[src/rtl/cla_pipe_adder.sv]
// Pipelined carry-lookahead adder/subtractor, one SEG_W-bit segment per stage.
// Optional signed saturation on overflow when CLA_PIPE_SAT_EN is defined.
module cla_pipe_adder #(
    parameter int unsigned WIDTH = 32,
    parameter int unsigned SEG_W = 8
) (
    input  logic             clk,
    input  logic             rst_n,
    input  logic             in_valid,
    output logic             in_ready,
    input  logic [WIDTH-1:0] a,
    input  logic [WIDTH-1:0] b,
    input  logic             cin,
    input  logic             op,
    output logic             out_valid,
    input  logic             out_ready,
    output logic [WIDTH-1:0] s,
    output logic             cout,
    output logic             ovf
);

    localparam int unsigned NSEG = WIDTH / SEG_W;
    localparam int unsigned NG   = SEG_W / 4;

    // Carries c[j] into position j from propagate/generate, fully expanded (no ripple).
    function automatic logic [4:0] la4(input logic [3:0] p, input logic [3:0] g, input logic c0);
        logic [4:0] c;
        logic       t;
        c[0] = c0;
        for (int unsigned j = 1; j <= 4; j++) begin
            t = c0;
            for (int unsigned i = 0; i < j; i++) t = t & p[i];
            c[j] = t;
            for (int unsigned i = 0; i < j; i++) begin
                t = g[i];
                for (int unsigned m = i + 1; m < j; m++) t = t & p[m];
                c[j] = c[j] | t;
            end
        end
        return c;
    endfunction

    function automatic logic [NG:0] la_grp(input logic [NG-1:0] pm, input logic [NG-1:0] gm, input logic c0);
        logic [NG:0] c;
        logic        t;
        c[0] = c0;
        for (int unsigned j = 1; j <= NG; j++) begin
            t = c0;
            for (int unsigned i = 0; i < j; i++) t = t & pm[i];
            c[j] = t;
            for (int unsigned i = 0; i < j; i++) begin
                t = gm[i];
                for (int unsigned m = i + 1; m < j; m++) t = t & pm[m];
                c[j] = c[j] | t;
            end
        end
        return c;
    endfunction

    // Returns {carry_out, sum} for one segment built from 4-bit CLA groups.
    function automatic logic [SEG_W:0] cla_seg(input logic [SEG_W-1:0] x, input logic [SEG_W-1:0] y,
                                               input logic c0);
        logic [SEG_W-1:0] p, g, c;
        logic [NG-1:0]    pm, gm;
        logic [NG:0]      gc;
        logic [4:0]       c4;
        p = x ^ y;
        g = x & y;
        for (int unsigned j = 0; j < NG; j++) begin
            c4    = la4(p[4*j +: 4], g[4*j +: 4], 1'b0);
            pm[j] = &p[4*j +: 4];
            gm[j] = c4[4];
        end
        gc = la_grp(pm, gm, c0);
        for (int unsigned j = 0; j < NG; j++) begin
            c4         = la4(p[4*j +: 4], g[4*j +: 4], gc[j]);
            c[4*j +: 4] = c4[3:0];
        end
        return {gc[NG], p ^ c};
    endfunction

    logic [NSEG-1:0]  vld_q, cry_q, v_in, c_in, cry_d;
    logic [WIDTH-1:0] sum_q [NSEG];
    logic [WIDTH-1:0] a_q   [NSEG];
    logic [WIDTH-1:0] b_q   [NSEG];
    logic [WIDTH-1:0] a_in  [NSEG];
    logic [WIDTH-1:0] b_in  [NSEG];
    logic [WIDTH-1:0] sum_in[NSEG];
    logic [WIDTH-1:0] sum_d [NSEG];
    logic             ovf_q, ovf_d, stall;

    assign stall     = vld_q[NSEG-1] & ~out_ready;
    assign in_ready  = ~stall;
    assign out_valid = vld_q[NSEG-1];
    assign s         = sum_q[NSEG-1];
    assign cout      = cry_q[NSEG-1];
    assign ovf       = ovf_q;

    for (genvar k = 0; k < NSEG; k++) begin : g_stage
        logic [SEG_W:0]   seg;
        logic [WIDTH-1:0] sum_nx;

        if (k == 0) begin : g_in
            assign a_in[k]   = a;
            assign b_in[k]   = op ? ~b : b;
            assign c_in[k]   = op | cin;
            assign sum_in[k] = '0;
            assign v_in[k]   = in_valid;
        end else begin : g_pipe
            assign a_in[k]   = a_q[k-1];
            assign b_in[k]   = b_q[k-1];
            assign c_in[k]   = cry_q[k-1];
            assign sum_in[k] = sum_q[k-1];
            assign v_in[k]   = vld_q[k-1];
        end

        assign seg      = cla_seg(a_in[k][k*SEG_W +: SEG_W], b_in[k][k*SEG_W +: SEG_W], c_in[k]);
        assign cry_d[k] = seg[SEG_W];

        always_comb begin
            sum_nx = sum_in[k];
            sum_nx[k*SEG_W +: SEG_W] = seg[SEG_W-1:0];
        end

        if (k == NSEG - 1) begin : g_out
            // Carry into the MSB is recovered as a^b^sum at that bit.
            assign ovf_d = a_in[k][WIDTH-1] ^ b_in[k][WIDTH-1] ^ sum_nx[WIDTH-1] ^ seg[SEG_W];
`ifdef CLA_PIPE_SAT_EN
            assign sum_d[k] = !ovf_d ? sum_nx :
                              a_in[k][WIDTH-1] ? {1'b1, {(WIDTH-1){1'b0}}} : {1'b0, {(WIDTH-1){1'b1}}};
`else
            assign sum_d[k] = sum_nx;
`endif
        end else begin : g_mid
            assign sum_d[k] = sum_nx;
        end
    end

    // Whole pipeline, bubbles included, freezes while the output is stalled.
    always_ff @(posedge clk) begin
        if (!rst_n) begin
            vld_q <= '0;
            cry_q <= '0;
            ovf_q <= 1'b0;
            for (int unsigned i = 0; i < NSEG; i++) begin
                sum_q[i] <= '0;
                a_q[i]   <= '0;
                b_q[i]   <= '0;
            end
        end else if (!stall) begin
            vld_q <= v_in;
            cry_q <= cry_d;
            ovf_q <= ovf_d;
            for (int unsigned i = 0; i < NSEG; i++) begin
                sum_q[i] <= sum_d[i];
                a_q[i]   <= a_in[i];
                b_q[i]   <= b_in[i];
            end
        end
    end

endmodule

[config.mk]
export PLATFORM = sky130hd
export DESIGN_NAME = cla_pipe_adder
export DESIGN_NICKNAME = d
export VERILOG_FILES = /design/src/rtl/cla_pipe_adder.sv
export SDC_FILE = /design/constraint.sdc
export NUM_CORES = 1
export LEC_CHECK = 0
export CAP_MARGIN = 10
export CORE_MARGIN = 1
export CORE_UTILIZATION = 59
export CTS_CLUSTER_DIAMETER = 40
export DETAILED_ROUTE_END_ITERATION = 8
export PLACE_DENSITY_LB_ADDON = 0.05
export SLEW_MARGIN = 20
export SYNTH_ARGS = -nofsm -noshare
export SYNTH_HDL_FRONTEND = slang
export SYNTH_SLANG_ARGS = --single-unit
export TNS_END_PERCENT = 10
[constraint.sdc]
create_clock -name clk -period 10.9 [get_ports clk]
set_input_delay 2.725 -clock clk [delete_from_list [all_inputs] [get_ports clk]]
set_output_delay 2.725 -clock clk [all_outputs]
set_load 0.01 [all_outputs]
==> impl_metrics.py <==
metrics = {
    "grt": {
        "grt_antenna_before_repair": 0,
        "grt_pass1_vias": 4741,
        "grt_use_total_pct": 20.62,
        "overflow": 0,
        "grt_pass1_wl_um": 22930,
        "grt_max_degree": 123,
    },
    "setup_path": {
        "criticalPathCategory": "in -> out",
        "cp-startpoint": "out_ready",
        "path_buf_inv": 3,
        "cp.required_ns": 8.18,
        "r2r-end": "sum_q[0][2]",
        "critPathMostFrequentCell": "clkdlybuf4s50_1",
        "path_depth": 4,
        "endpoint_kind": "output port",
        "critPathMaxStageDelay_ns": 0.56,
        "slowest_stage": "clkdlybuf4s50_1",
        "path_delay_family": "buffers and inverters",
        "rr_worst_depth": 4,
        "cp_cell_sequence": "clkdlybuf4s50_1, nor2b_4, clkinv_2, clkdlybuf4s50_1",
        "crit_path_end": "in_ready",
        "crit_fanout": 20,
        "r2r-start": "vld_q[3]",
        "critical_path_arrival_ns": 4.46,
        "cp-start-kind": "primary input",
        "r2r_slack_ns": 8.40,
    },
    "synthesis": {
        "ys_warn_count": 0,
        "synth_cells": 623,
        "syn_nets": 741,
        "synth_area_per_cell_um2": 13.50,
        "yosysSeqAreaShare_pct": 64.97,
        "synth-seq-cells": 185,
        "syn_area_mm2": 0.008412,
        "synth.distinct_cells": 37,
    },
    "placement": {
        "io_buffers": 105,
        "dp_hpwl_um": 8885,
        "routabilityCongestion": 0.8161,
    },
    "clocking": {
        "cts-buffers-inserted": 17,
        "clock_sinks": 185,
        "clkTransAtPathRegs_ns": 0.07,
        "hold_buffers": 0,
        "cts_root_buffer": "clkbuf_16",
        "cts_resized": 0,
        "cts_setup_buffers": 0,
        "clock_latency_ns": 0.43,
        "htree_levels": 4,
        "tritoncts": "yes",
        "clk_path_buf_depth": 2,
    },
    "timing": {
        "tightest_slew_ns": 1.042,
        "fmax_mhz": 139.1,
        "rsz0062_at_grt": "false",
        "slew_headroom_pct": 30.27,
        "hold_viol": 0,
        "fin_crit_ns": 7.187,
        "clock_skew_ns": 0.006822,
        "setup_violations": 0,
        "slew_violations": 0,
        "setup-tns-final_ns": 0,
        "finalCritPeriodShare_pct": 65.93,
    },
    "route": {
        "wirelength_um": 14030,
        "dr.first_iter.drc_count": 475,
        "wl_per_cell_um": 15.54,
        "vias": 4980,
        "drc": 0,
        "dr.pass1.iters": 5,
        "antenna_left": 0,
        "viasPerCell": 5.515,
    },
    "power": {
        "p_per_area_mw_per_mm2": 157.6,
        "finalPower_mw": 1.595,
        "leakage_nw": 4.503,
        "ir_drop_v": 0.0001229,
    },
    "flow_run": {
        "max_cap_violations": 0,
    },
    "die": {
        "rows": 43,
        "pin_count": 106,
        "die_area_mm2": 0.01474,
        "core-area_mm2": 0.01388,
        "die_height_um": 121.4,
        "start_util_pct": 60.60,
        "die_x_um": 121.4,
    },
    "hold_path": {
        "holdCritPathClass": "reg -> reg",
    },
    "cells_and_area": {
        "nets": 828,
        "drive_gt1_share_pct": 5.947,
        "n_antenna_cell": 0,
        "area_delta_synth_final_pct": 20.29,
    },
    "outcome": {
        "outcome": "finished, final reports clean",
    },
}
## layout by cell type (no fill, tap or decap), types with 2 or more instances in the layout
cell type        synthesis  layout
or2_2                    2       2
inv_6                    0       6
clkinvlp_4               0       2
nor2_1                  42      42
fa_1                     8       8
a31oi_1                  2       2
o211ai_1                 4       4
ha_1                    40      40
nand4_1                  3       3
and3_1                 125     125
xnor2_1                 31      31
dfxtp_1                  9       9
xor2_1                  11      11
nand2b_1                 2       2
nor3_1                  30      30
o21a_1                  23      23
nand3_1                  3       3
edfxtp_1               176     176
a21o_1                   5       5
nand2_1                 19      18
a21oi_1                 18      18
clkbuf_16                0      17
clkdlybuf4s50_1          0     103
buf_4                    1       3
inv_8                    0       3
clkinv_4                 0       2
inv_1                   11      10
o21ai_0                  7       7
## layout make-up
type / instances / area (um2)
inverter: 11 / 42.54
timing repair buffer: 108 / 1070
sequential: 185 / 5465
fill: 950 / 3762
tap: 180 / 225.2
clock buffer: 17 / 425.4
multi-input combinational: 387 / 2739
clock inverter: 15 / 151.4
## worst min-delay path, stage by stage (launching register included)
cell and delay [ns]:
dfxtp_1 0.32, nand2_1 0.05, a21oi_1 0.05
## state kept, by name, summed over array words and instances, names as in the netlist
register	count
vld_q	4
a_q	48
ovf	1
b_q	48
cry_q	4
sum_q	80
## synth_stat cells
library cell / number / area (um2)
o21a_1: 23 / 172.7
nand3_1: 3 / 15.01
nand4_1: 3 / 18.77
buf_2: 11 / 55.05
and4_1: 1 / 8.760
buf_6: 2 / 22.52
dfxtp_1: 9 / 180.2
o22ai_1: 1 / 6.260
or2_1: 1 / 6.260
xnor2_1: 31 / 271.5
edfxtp_1: 176 / 5285
o21ai_1: 1 / 5.000
nor3_1: 30 / 150.1
or2_2: 2 / 12.51
o211ai_1: 4 / 30.03
nand2_1: 19 / 71.32
ha_1: 40 / 500.5
a211o_1: 1 / 8.760
xor2_1: 11 / 96.34
nand2b_1: 2 / 12.51
a32o_1: 1 / 10.01
o21ai_0: 7 / 35.03
fa_1: 8 / 160.2
a211oi_1: 1 / 7.510
a2bb2oi_1: 1 / 8.760
nor2_1: 42 / 157.7
inv_1: 11 / 41.29
and3_1: 125 / 782.0
nor2b_4: 1 / 13.76
nand2_2: 1 / 6.260
a21oi_1: 18 / 90.09
a31oi_1: 2 / 12.51
clkbuf_1: 26 / 97.59
buf_4: 1 / 7.510
a21o_1: 5 / 37.54
or3_1: 1 / 6.260
a22o_1: 1 / 8.760
## metal layers
| layer | share of wire (%) | up-vias | GRT usage, % |
|---|---|---|---|
| li1 | - | 2479 | - |
| met1 | 45 | 2350 | 28.30 |
| met2 | 49 | 135 | 31.96 |
| met3 | 5.1 | 16 | 5.169 |
| met4 | 1.3 | 0 | 7.407 |
| met5 | 0 | - | 0 |
## logic make-up after synthesis
logic type               Yosys count  share of synthesized area (%)
flip-flops                       185                          64.97
AND/OR/NAND/NOR                  231                          14.99
buffers and inverters             51                          2.662
XOR/XNOR                          42                          4.373
adder cells (fa/ha/maj)           48                          7.854
AO/OA/AOI/OAI                     66                          5.147
## metrics by stage
stage / setup slack, ns / utilization, % / instances / area, um2 / hold slack (ns)
after global routing: 3.630 / 72.90 / 903 / 10120 / 0.4884
after global placement: 3.813 / 68.65 / 871 / 9529 / 0.4399
after CTS: 3.766 / 72.81 / 903 / 10110 / 0.4647
final: 3.713 / 72.90 / 903 / 10120 / 0.4652
after floorplan: 3.439 / - / 623 / 8412 / 0.4321
after detailed placement: 3.770 / 68.65 / 871 / 9529 / 0.4515
## power by group
part	leakage (nW)	internal [mW]	total [mW]	switching (mW)
Sequential	2.16	0.830	0.845	0.0152
Combinational	2.06	0.0834	0.158	0.0746
Clock	0.278	0.306	0.592	0.286
## worst min-delay path by stage
stage | from | to | slack (ns) | depth (start not counted)
after floorplan | vld_q[0] | vld_q[0] | 0.43 | 2
after global placement | vld_q[1] | vld_q[1] | 0.44 | 2
after detailed placement | vld_q[2] | vld_q[2] | 0.45 | 2
after CTS | vld_q[2] | vld_q[2] | 0.46 | 2
after global routing | vld_q[2] | vld_q[2] | 0.49 | 2
final | vld_q[2] | vld_q[2] | 0.47 | 2
(Power assumes the default switching activity.)
